[src/rtl/hub75_pkg.sv]
// Shared definitions for the HUB75 receive path.
// Holds the default panel geometry, the colour-channel index map used to
// pack the six serial data lines into one vector, and the receiver FSM
// state encoding.
package hub75_pkg;

  localparam int DEFAULT_PANEL_WIDTH = 32;
  localparam int DEFAULT_ADDR_W      = 4;

  localparam int NUM_CH = 6;
  localparam int CH_R0  = 0;
  localparam int CH_G0  = 1;
  localparam int CH_B0  = 2;
  localparam int CH_R1  = 3;
  localparam int CH_G1  = 4;
  localparam int CH_B1  = 5;

  typedef enum logic {
    ST_SYNC = 1'b0,
    ST_RUN  = 1'b1
  } rx_state_e;

endpackage

[src/rtl/hub75_sync_edge.sv]
// Two-flop synchroniser with registered edge pulses.
// Ports:
//   clk   system clock
//   rst   synchronous active-high reset
//   din   asynchronous input bits
//   level synchronised level, aligned with the edge pulses
//   rise  one-cycle pulse per synchronised rising edge
//   fall  one-cycle pulse per synchronised falling edge
module hub75_sync_edge #(
  parameter int WIDTH = 1
) (
  input  logic             clk,
  input  logic             rst,
  input  logic [WIDTH-1:0] din,
  output logic [WIDTH-1:0] level,
  output logic [WIDTH-1:0] rise,
  output logic [WIDTH-1:0] fall
);

  logic [WIDTH-1:0] meta_q;
  logic [WIDTH-1:0] sync_q;
  logic [WIDTH-1:0] prev_q;
  logic [WIDTH-1:0] rise_q;
  logic [WIDTH-1:0] fall_q;

  // Edge pulses are registered so every downstream consumer sees them in
  // the same cycle as the delayed level, keeping data and strobes aligned.
  always_ff @(posedge clk) begin
    if (rst) begin
      meta_q <= '0;
      sync_q <= '0;
      prev_q <= '0;
      rise_q <= '0;
      fall_q <= '0;
    end else begin
      meta_q <= din;
      sync_q <= meta_q;
      prev_q <= sync_q;
      rise_q <= sync_q & ~prev_q;
      fall_q <= ~sync_q & prev_q;
    end
  end

  assign level = prev_q;
  assign rise  = rise_q;
  assign fall  = fall_q;

endmodule

[src/rtl/hub75_receiver.sv]
// HUB75 bus receiver: deserialises each panel row and emits one record per
// LATCH over a valid/ready handshake.
// Ports:
//   CLK_I, RST_I                  system clock, synchronous active-high reset
//   HUB_R0..HUB_B1                serial colour data (asynchronous)
//   HUB_ADDR, HUB_CLK, HUB_LATCH, HUB_OE   panel control (asynchronous)
//   ROW_VALID / ROW_READY         record handshake
//   ROW_ADDR, ROW_RED0..ROW_BLU1  captured row address and colour words
//   ROW_LEN_ERR                   bit count since previous latch != PANEL_WIDTH
//   FRAME_START                   record is row 0
//   ROW_OE                        HUB_OE level at latch
//   OVERFLOW / OVF_CLR            sticky dropped-row flag and its clear
module hub75_receiver
  import hub75_pkg::*;
#(
  parameter int PANEL_WIDTH    = DEFAULT_PANEL_WIDTH,
  parameter int ADDR_W         = DEFAULT_ADDR_W,
  parameter bit SAMPLE_FALLING = 1'b1
) (
  input  logic                   CLK_I,
  input  logic                   RST_I,
  input  logic                   HUB_R0,
  input  logic                   HUB_G0,
  input  logic                   HUB_B0,
  input  logic                   HUB_R1,
  input  logic                   HUB_G1,
  input  logic                   HUB_B1,
  input  logic [ADDR_W-1:0]      HUB_ADDR,
  input  logic                   HUB_CLK,
  input  logic                   HUB_LATCH,
  input  logic                   HUB_OE,
  output logic                   ROW_VALID,
  input  logic                   ROW_READY,
  output logic [ADDR_W-1:0]      ROW_ADDR,
  output logic [PANEL_WIDTH-1:0] ROW_RED0,
  output logic [PANEL_WIDTH-1:0] ROW_GRN0,
  output logic [PANEL_WIDTH-1:0] ROW_BLU0,
  output logic [PANEL_WIDTH-1:0] ROW_RED1,
  output logic [PANEL_WIDTH-1:0] ROW_GRN1,
  output logic [PANEL_WIDTH-1:0] ROW_BLU1,
  output logic                   ROW_LEN_ERR,
  output logic                   FRAME_START,
  output logic                   ROW_OE,
  output logic                   OVERFLOW,
  input  logic                   OVF_CLR
);

  localparam int CNT_W = $clog2(PANEL_WIDTH) + 1;
  localparam int BUS_W = NUM_CH + ADDR_W + 1;
  localparam logic [CNT_W-1:0] CNT_FULL = CNT_W'(PANEL_WIDTH);
  localparam logic [CNT_W-1:0] CNT_SAT  = CNT_W'(PANEL_WIDTH + 1);

  logic [BUS_W-1:0] bus_raw;
  logic [BUS_W-1:0] bus_lvl;
  logic [BUS_W-1:0] unused_bus_rise;
  logic [BUS_W-1:0] unused_bus_fall;
  logic             hclk_rise;
  logic             hclk_fall;
  logic             unused_hclk_level;
  logic             latch_det;
  logic             unused_latch_level;
  logic             unused_latch_fall;
  logic             shift_en;

  rx_state_e state_q;
  rx_state_e next_state;
  logic      capture;
  logic      drop;

  logic [NUM_CH-1:0][PANEL_WIDTH-1:0] shreg_q;
  logic [NUM_CH-1:0][PANEL_WIDTH-1:0] shreg_next;
  logic [NUM_CH-1:0][PANEL_WIDTH-1:0] rec_q;
  logic [CNT_W-1:0]                   count_q;
  logic [CNT_W-1:0]                   count_next;
  logic [ADDR_W-1:0]                  addr_q;
  logic                               oe_q;
  logic                               len_err_q;
  logic                               frame_q;
  logic                               valid_q;
  logic                               overflow_q;

  // Bit layout: colours at their channel index, then address, then OE.
  assign bus_raw = {HUB_OE, HUB_ADDR, HUB_B1, HUB_G1, HUB_R1, HUB_B0, HUB_G0, HUB_R0};

  hub75_sync_edge #(.WIDTH(BUS_W)) u_sync_bus (
    .clk   (CLK_I),
    .rst   (RST_I),
    .din   (bus_raw),
    .level (bus_lvl),
    .rise  (unused_bus_rise),
    .fall  (unused_bus_fall)
  );

  hub75_sync_edge #(.WIDTH(1)) u_sync_clk (
    .clk   (CLK_I),
    .rst   (RST_I),
    .din   (HUB_CLK),
    .level (unused_hclk_level),
    .rise  (hclk_rise),
    .fall  (hclk_fall)
  );

  hub75_sync_edge #(.WIDTH(1)) u_sync_latch (
    .clk   (CLK_I),
    .rst   (RST_I),
    .din   (HUB_LATCH),
    .level (unused_latch_level),
    .rise  (latch_det),
    .fall  (unused_latch_fall)
  );

  assign shift_en = SAMPLE_FALLING ? hclk_fall : hclk_rise;

  // State register.
  always_ff @(posedge CLK_I) begin
    if (RST_I) begin
      state_q <= ST_SYNC;
    end else begin
      state_q <= next_state;
    end
  end

  // Next-state and capture decision. The shifted value is computed here so
  // that a HUB_CLK edge coinciding with the latch lands in the record.
  always_comb begin
    next_state = state_q;
    capture    = 1'b0;
    drop       = 1'b0;
    shreg_next = shreg_q;
    count_next = count_q;
    if (shift_en) begin
      for (int ch = 0; ch < NUM_CH; ch++) begin
        shreg_next[ch] = {bus_lvl[ch], shreg_q[ch][PANEL_WIDTH-1:1]};
      end
      if (count_q != CNT_SAT) begin
        count_next = count_q + 1'b1;
      end
    end
    if (latch_det) begin
      if (state_q == ST_SYNC) begin
        next_state = ST_RUN;
      end else if (!valid_q || ROW_READY) begin
        capture = 1'b1;
      end else begin
        drop = 1'b1;
      end
    end
  end

  // Shift registers, bit counter, output record and overflow flag. A new
  // capture takes priority over the valid drop after acceptance, and an
  // overflow set takes priority over a simultaneous clear.
  always_ff @(posedge CLK_I) begin
    if (RST_I) begin
      shreg_q    <= '0;
      count_q    <= '0;
      rec_q      <= '0;
      addr_q     <= '0;
      oe_q       <= 1'b0;
      len_err_q  <= 1'b0;
      frame_q    <= 1'b0;
      valid_q    <= 1'b0;
      overflow_q <= 1'b0;
    end else begin
      shreg_q <= shreg_next;
      count_q <= latch_det ? '0 : count_next;
      if (capture) begin
        rec_q     <= shreg_next;
        addr_q    <= bus_lvl[NUM_CH +: ADDR_W];
        oe_q      <= bus_lvl[BUS_W-1];
        len_err_q <= (count_next != CNT_FULL);
        frame_q   <= (bus_lvl[NUM_CH +: ADDR_W] == '0);
        valid_q   <= 1'b1;
      end else if (valid_q && ROW_READY) begin
        valid_q <= 1'b0;
      end
      if (drop) begin
        overflow_q <= 1'b1;
      end else if (OVF_CLR) begin
        overflow_q <= 1'b0;
      end
    end
  end

  assign ROW_VALID   = valid_q;
  assign ROW_ADDR    = addr_q;
  assign ROW_RED0    = rec_q[CH_R0];
  assign ROW_GRN0    = rec_q[CH_G0];
  assign ROW_BLU0    = rec_q[CH_B0];
  assign ROW_RED1    = rec_q[CH_R1];
  assign ROW_GRN1    = rec_q[CH_G1];
  assign ROW_BLU1    = rec_q[CH_B1];
  assign ROW_LEN_ERR = len_err_q;
  assign FRAME_START = frame_q;
  assign ROW_OE      = oe_q;
  assign OVERFLOW    = overflow_q;

endmodule
[config.mk]
export PLATFORM = sky130hd
export DESIGN_NAME = hub75_receiver
export DESIGN_NICKNAME = d
export VERILOG_FILES = /design/src/rtl/hub75_pkg.sv /design/src/rtl/hub75_sync_edge.sv /design/src/rtl/hub75_receiver.sv
export SDC_FILE = /design/constraint.sdc
export NUM_CORES = 1
export LEC_CHECK = 0
export ABC_AREA = 1
export BUFFER_PORTS_ARGS = -buffer_cell sky130_fd_sc_hd__buf_2
export CAP_MARGIN = 15
export CORE_ASPECT_RATIO = 0.9
export CORE_MARGIN = 5
export CORE_UTILIZATION = 61
export CTS_BUF_LIST = sky130_fd_sc_hd__clkbuf_16
export DETAILED_ROUTE_END_ITERATION = 8
export HOLD_SLACK_MARGIN = 0.1
export PLACE_DENSITY = 0.84
export SETUP_SLACK_MARGIN = 0.3
export SYNTH_ARGS = -nofsm -noshare
export SYNTH_HDL_FRONTEND = slang
export SYNTH_SLANG_ARGS = --single-unit
[constraint.sdc]
create_clock -name CLK_I -period 2 [get_ports CLK_I]
set_clock_uncertainty 0.05 [all_clocks]
set_input_delay 0.4 -clock CLK_I [delete_from_list [all_inputs] [get_ports CLK_I]]
set_output_delay 0.4 -clock CLK_I [all_outputs]
set_load 0.03 [all_outputs]
* Yosys cells after proc, flatten, opt, wreduce, memory -nomap -nowiden
Index checks and enable logic that the tools add are counted.
** Word-level totals
- Register bits :: 441
- Bits in latches :: 0
- Memory bits (writable) :: 0
- ROM bits :: 0
- Memories kept :: 0
** Operators by class
- Add/subtract/negate cells :: 1
- Multipliers :: 0
- Divide/modulo/power cells :: 0
- Magnitude comparators :: 0
- Eq/ne operators :: 2
- Shift operators :: 0
- Mux-type cells :: 13
- Bitwise operators :: 4
- Reductions and logical operators :: 7
** Operators by type and width (count)
- $mux 192 :: 1
- $mux 6 :: 2
- $ne 6x6->1 const B :: 2
- $mux 1 :: 10
- $add 6x1->6 const B :: 1
- $logic_not 4->1 :: 1
- $reduce_bool 2->1 :: 2
- $and 1x1->1 :: 2
- $not 1->1 :: 2
- $reduce_or 2->1 :: 1
- $logic_and 1x1->1 :: 1
- $logic_not 1->1 :: 1
- $logic_or 1x1->1 :: 1

* Depth between registers and ports, before layout
- Depth after elaboration :: 6
- Depth in mapped cells :: 11

* By module
A second synthesis with hierarchy kept.
** Second synthesis, totals
- Cells, all modules :: 1836
- Area, all modules :: 16529.6 um^2
** By module, submodules not included
- hub75_receiver :: instances 1, cells an instance 1647, area each 14747.9 um^2, sequential area each 8007.7 um^2
- hub75_sync_edge (u_sync_bus) :: instances 1, cells an instance 159, area each 1501.4 um^2, sequential area each 1101.1 um^2
- hub75_sync_edge (u_sync_clk ...) :: instances 2, cells an instance 15, area each 140.1 um^2, sequential area each 100.1 um^2

* Worst setup path before layout
OpenSTA, ideal clock, no wires.
- Kind :: reg2reg
- From :: register valid_q, in the netlist ROW_VALID
- To :: register rec_q (netlist bit ROW_GRN0[15])
- Library setup time :: 0.081 ns
- Arrival time :: 1.352 ns
- Slack :: 0.517 ns
- Cell stages (with the launch flop) :: 7
- Clock period less this slack :: 1.483 ns
- Cells stage by stage :: dfxtp_1 > inv_1 > nor2_2 > nor2_4 > buf_2 > buf_2 > a211oi_2
** On the way
- Cells in the longest elaborated chain, start to end :: 5
** RTL lines
- from (decl) :: line hub75_receiver.sv:79 : logic valid_q;
- from (signal assigned) :: line hub75_receiver.sv:162 : valid_q <= 1'b0;
- from (signal assigned) :: line hub75_receiver.sv:173 : valid_q <= 1'b1;
- from (signal assigned) :: line hub75_receiver.sv:175 : valid_q <= 1'b0;
- $logic_not 1->1 :: line hub75_receiver.sv:142 : end else if (!valid_q || ROW_READY) begin
- $logic_or 1x1->1 :: line hub75_receiver.sv:142
- $mux 1 :: line hub75_receiver.sv:142
- $mux 1 :: line hub75_receiver.sv:140 : if (state_q == ST_SYNC) begin
- $mux 1 :: line hub75_receiver.sv:139 : if (latch_det) begin
- to (signal assigned) :: line hub75_receiver.sv:168 : rec_q <= shreg_next;
- to (decl) :: line hub75_receiver.sv:72 : logic [NUM_CH-1:0][PANEL_WIDTH-1:0] rec_q;
Every way passes these cells.
A chain may end at the register's enable or synchronous reset.

* Worst setup path in the final report
- From :: register u_sync_latch.rise_q, in the netlist u_sync_latch.rise
- To :: register rec_q (netlist bit ROW_RED1[21])
** On the way
- Cells in the longest elaborated chain, start to end :: 1
** RTL lines
- from (decl) :: line hub75_sync_edge.sv:23 : logic [WIDTH-1:0] rise_q;
- from (signal assigned) :: line hub75_sync_edge.sv:39 : rise_q <= sync_q & ~prev_q;
- $mux 1 :: line hub75_receiver.sv:139
Every way passes these cells.

==> flow_summary.yaml <==
outcome:
  outcome: "finished, final reports clean"
timing:
  whs_ns: 0.1581
  fmax_mhz: 614.0
  relSlewSlack_pct: 65.83
  setup_viol: 0
  hold_violations: 0
  period_needed_ns: 1.629
  slew_viol_final: 0
  tightest_slew_ns: 0.5125
  final_min_period_over_clock_period_pct: 81.43
  grt_setup_unrepaired: "yes"
  tns_ns: 0
drt:
  drt_iter0_markers: 848
  drtAntennaViolNets: 0
  drcViolationCount: 0
  first_pass_iters: 5
  wl_mm: 33.80
  wl_per_cell_um: 14.50
  dr_total_vias: 12160
  via_per_inst: 5.218
finish:
  layout.nets: 1968
  area_growth_pct: 17.76
  finalNonFillerCells: 2331
  seqCellArea_mm2: 0.008832
  drive_gt1_share_pct: 24.96
  multi_input_area_mm2: 0.005934
  n_antenna_cell: 0
  nFillCells: 1869
cts:
  clockBufferDepth: 3
  cts_tree: "yes"
  cts-root-buf: "clkbuf_16"
  numCtsBuffers: 43
  htreeDepth: 2
  worstSkewPairLatency_ns: 0.53
  post_cts_buffers: 0
  clk_pin_slew_worst_paths_ns: 0.06
  cts_sinks: 441
global_route:
  grt_overflow: 0
  grt_first_pass_wirelength_mm: 56.75
  grt_use_total_pct: 22.41
  grt_pass1_vias: 11910
  antenna_found_initial: 0
  grt_max_degree: 98
critical_path:
  r2r_cells: 5
  required_ns: 2.39
  path_class: "register to register"
  rrSetupSlack_ns: 0.37
  worst_setup_path_start_kind: "register"
  end_kind: "register"
  timing.rr.start: "u_sync_latch.rise"
  cp_data_arrival_time_ns: 2.02
  reg2reg_to: "ROW_RED1[21]"
  crit_fanout: 96
synth:
  syn_avg_cell_area_um2: 9.029
  synth_cell_type_count: 27
  synth_fp_nets: 1793
  yosysSeqAreaShare_pct: 55.12
  syn_area_mm2: 0.01602
  ys_warn_count: 0
  ys_seq_elements: 441
  synth_edf_count: 0
  ys.flop_type: "dfxtp_1"
  async_flop_share_pct: 0
  synth_cells: 1774
placed_design:
  port_buffers: 217
  hpwl_mm: 21.37
  globalplace.congestion: 0.7712
  dp.cells: 2238
floorplanning:
  die_area_mm2: 0.02960
  io_pins: 218
  die_h_um: 163.7
  coreArea_mm2: 0.02599
  rows: 56
  start_util_pct: 61.62
  die_w_um: 180.8
power_and_ir_drop:
  power_mw: 17.48
  p_leak_nw: 7.918
  vdd_drop_max_uv: 605.9
  p_per_area_mw_per_mm2: 926.8
job:
  drv_cap: 0
min_path:
  hp-class: "primary input to register"
  min_from: "ROW_READY"
  whs_path_depth: 4
  holdPathEnd: "ROW_VALID"
how the worst max path moves through the flow:
stage,depth (start not counted),startpoint,end,slack [ns]
after global routing,5,u_sync_latch.rise,ROW_BLU0[20],0.27
after CTS,6,u_sync_latch.rise,ROW_GRN0[10],0.37
after floorplan,6,ROW_VALID,ROW_GRN0[15],0.52
after global placement,7,ROW_READY,ROW_GRN0[9],0.38
after detailed placement,7,ROW_READY,ROW_BLU1[6],0.32
final,5,u_sync_latch.rise,ROW_RED1[21],0.37
cell families after synthesis:
group                    after synthesis  synth area share (%)
XOR/XNOR                               1               0.05469
adder cells (fa/ha/maj)                2                0.1562
AO/OA/AOI/OAI                        386                 20.40
AND/OR/NAND/NOR                      655                 15.65
multiplexers                          12                0.7499
buffers and inverters                277                 7.866
flip-flops                           441                 55.12
timing repair:
item | in CTS | in global routing
hold buffers | 14 | 0
hold endpoints to repair | 14 | 0
endpoints found under the setup margin | 0 | 13
gates resized for setup | 0 | 5
flip-flops by register name, indices dropped and copies added, names as in the netlist, 32 cells and up:
register,cells
ROW_RED0,32
ROW_GRN1,32
ROW_RED1,32
ROW_BLU1,32
shreg_q,192
ROW_BLU0,32
ROW_GRN0,32
routing by layer:
metal	share of wire, %	up-vias	global-route usage, %
li1	-	6096	-
met4	3.3	0	8.144
met2	47	335	37.83
met1	43	5638	28.85
met3	6.2	95	4.495
met5	0	-	0
synth_stat cells (2+ instances only):
cell type / instances / share of area, %
a211oi_1: 23 / 1.1
a211oi_2: 170 / 13
a21oi_1: 6 / 0.19
buf_1: 11 / 0.26
buf_2: 48 / 1.5
buf_4: 10 / 0.47
buf_6: 16 / 1.1
clkbuf_1: 48 / 1.1
dfxtp_1: 441 / 55
ha_1: 2 / 0.16
inv_1: 143 / 3.4
mux2i_1: 12 / 0.75
nand2_1: 196 / 4.6
nand3_1: 7 / 0.22
nand4_1: 3 / 0.12
nor2_1: 441 / 10
nor2_2: 2 / 0.078
nor2_4: 2 / 0.14
o21ai_0: 108 / 3.4
o21ai_1: 78 / 2.4
layout make-up:
class                   count  area share, %
flip-flops and latches    441          46.82
multi-input cells        1056          31.46
repair buffers            263          9.174
clock buffers              44          5.837
inverters                 144          2.892
well taps                 348          2.308
clock inverters            35          1.506
stage by stage:
step | utilization, % | instance area (um^2) | worst slack [ns]
floorplan | - | 16020 | 0.5174
global placement | 66.62 | 17320 | 0.3832
detailed placement | 66.62 | 17320 | 0.3212
CTS | 72.48 | 18840 | 0.3653
global route | 72.56 | 18860 | 0.2734
finish | 72.56 | 18860 | 0.3713
worst max-delay path, stage by stage, from the launching register on:
cell	delay, ns
dfxtp_1	0.35
nand2_1	0.11
nor2_4	0.23
clkbuf_16	0.43
nor2_1	0.13
a211oi_2	0.19
layout by cell type, fill, tap and decap left out, types with 3 or more instances in the layout:
master         Yosys  final
nor2_1           441    441
dfxtp_1          441    440
buf_2             48    216
nand2_1          196    196
a211oi_2         170    171
inv_1            143    150
o21ai_0          108    108
o21ai_1           78     78
clkbuf_16          0     45
a211oi_1          23     22
buf_12             0     17
dlygate4sd3_1      0     14
clkinv_2           0     13
mux2i_1           12     12
buf_4             10     12
nand3_1            7      7
a21oi_1            6      6
clkinv_1           0      6
bufinv_16          0      4
inv_6              0      3
nand4_1            3      3
power breakdown:
| group | switching [mW] | total [mW] | internal (mW) |
|---|---|---|---|
| sequential | 0.0487 | 8.96 | 8.91 |
| clock | 3.35 | 7.88 | 4.54 |
| combinational | 0.446 | 0.642 | 0.197 |
| total | 3.84 | 17.5 | 13.6 |
(Power assumes the default switching activity.)
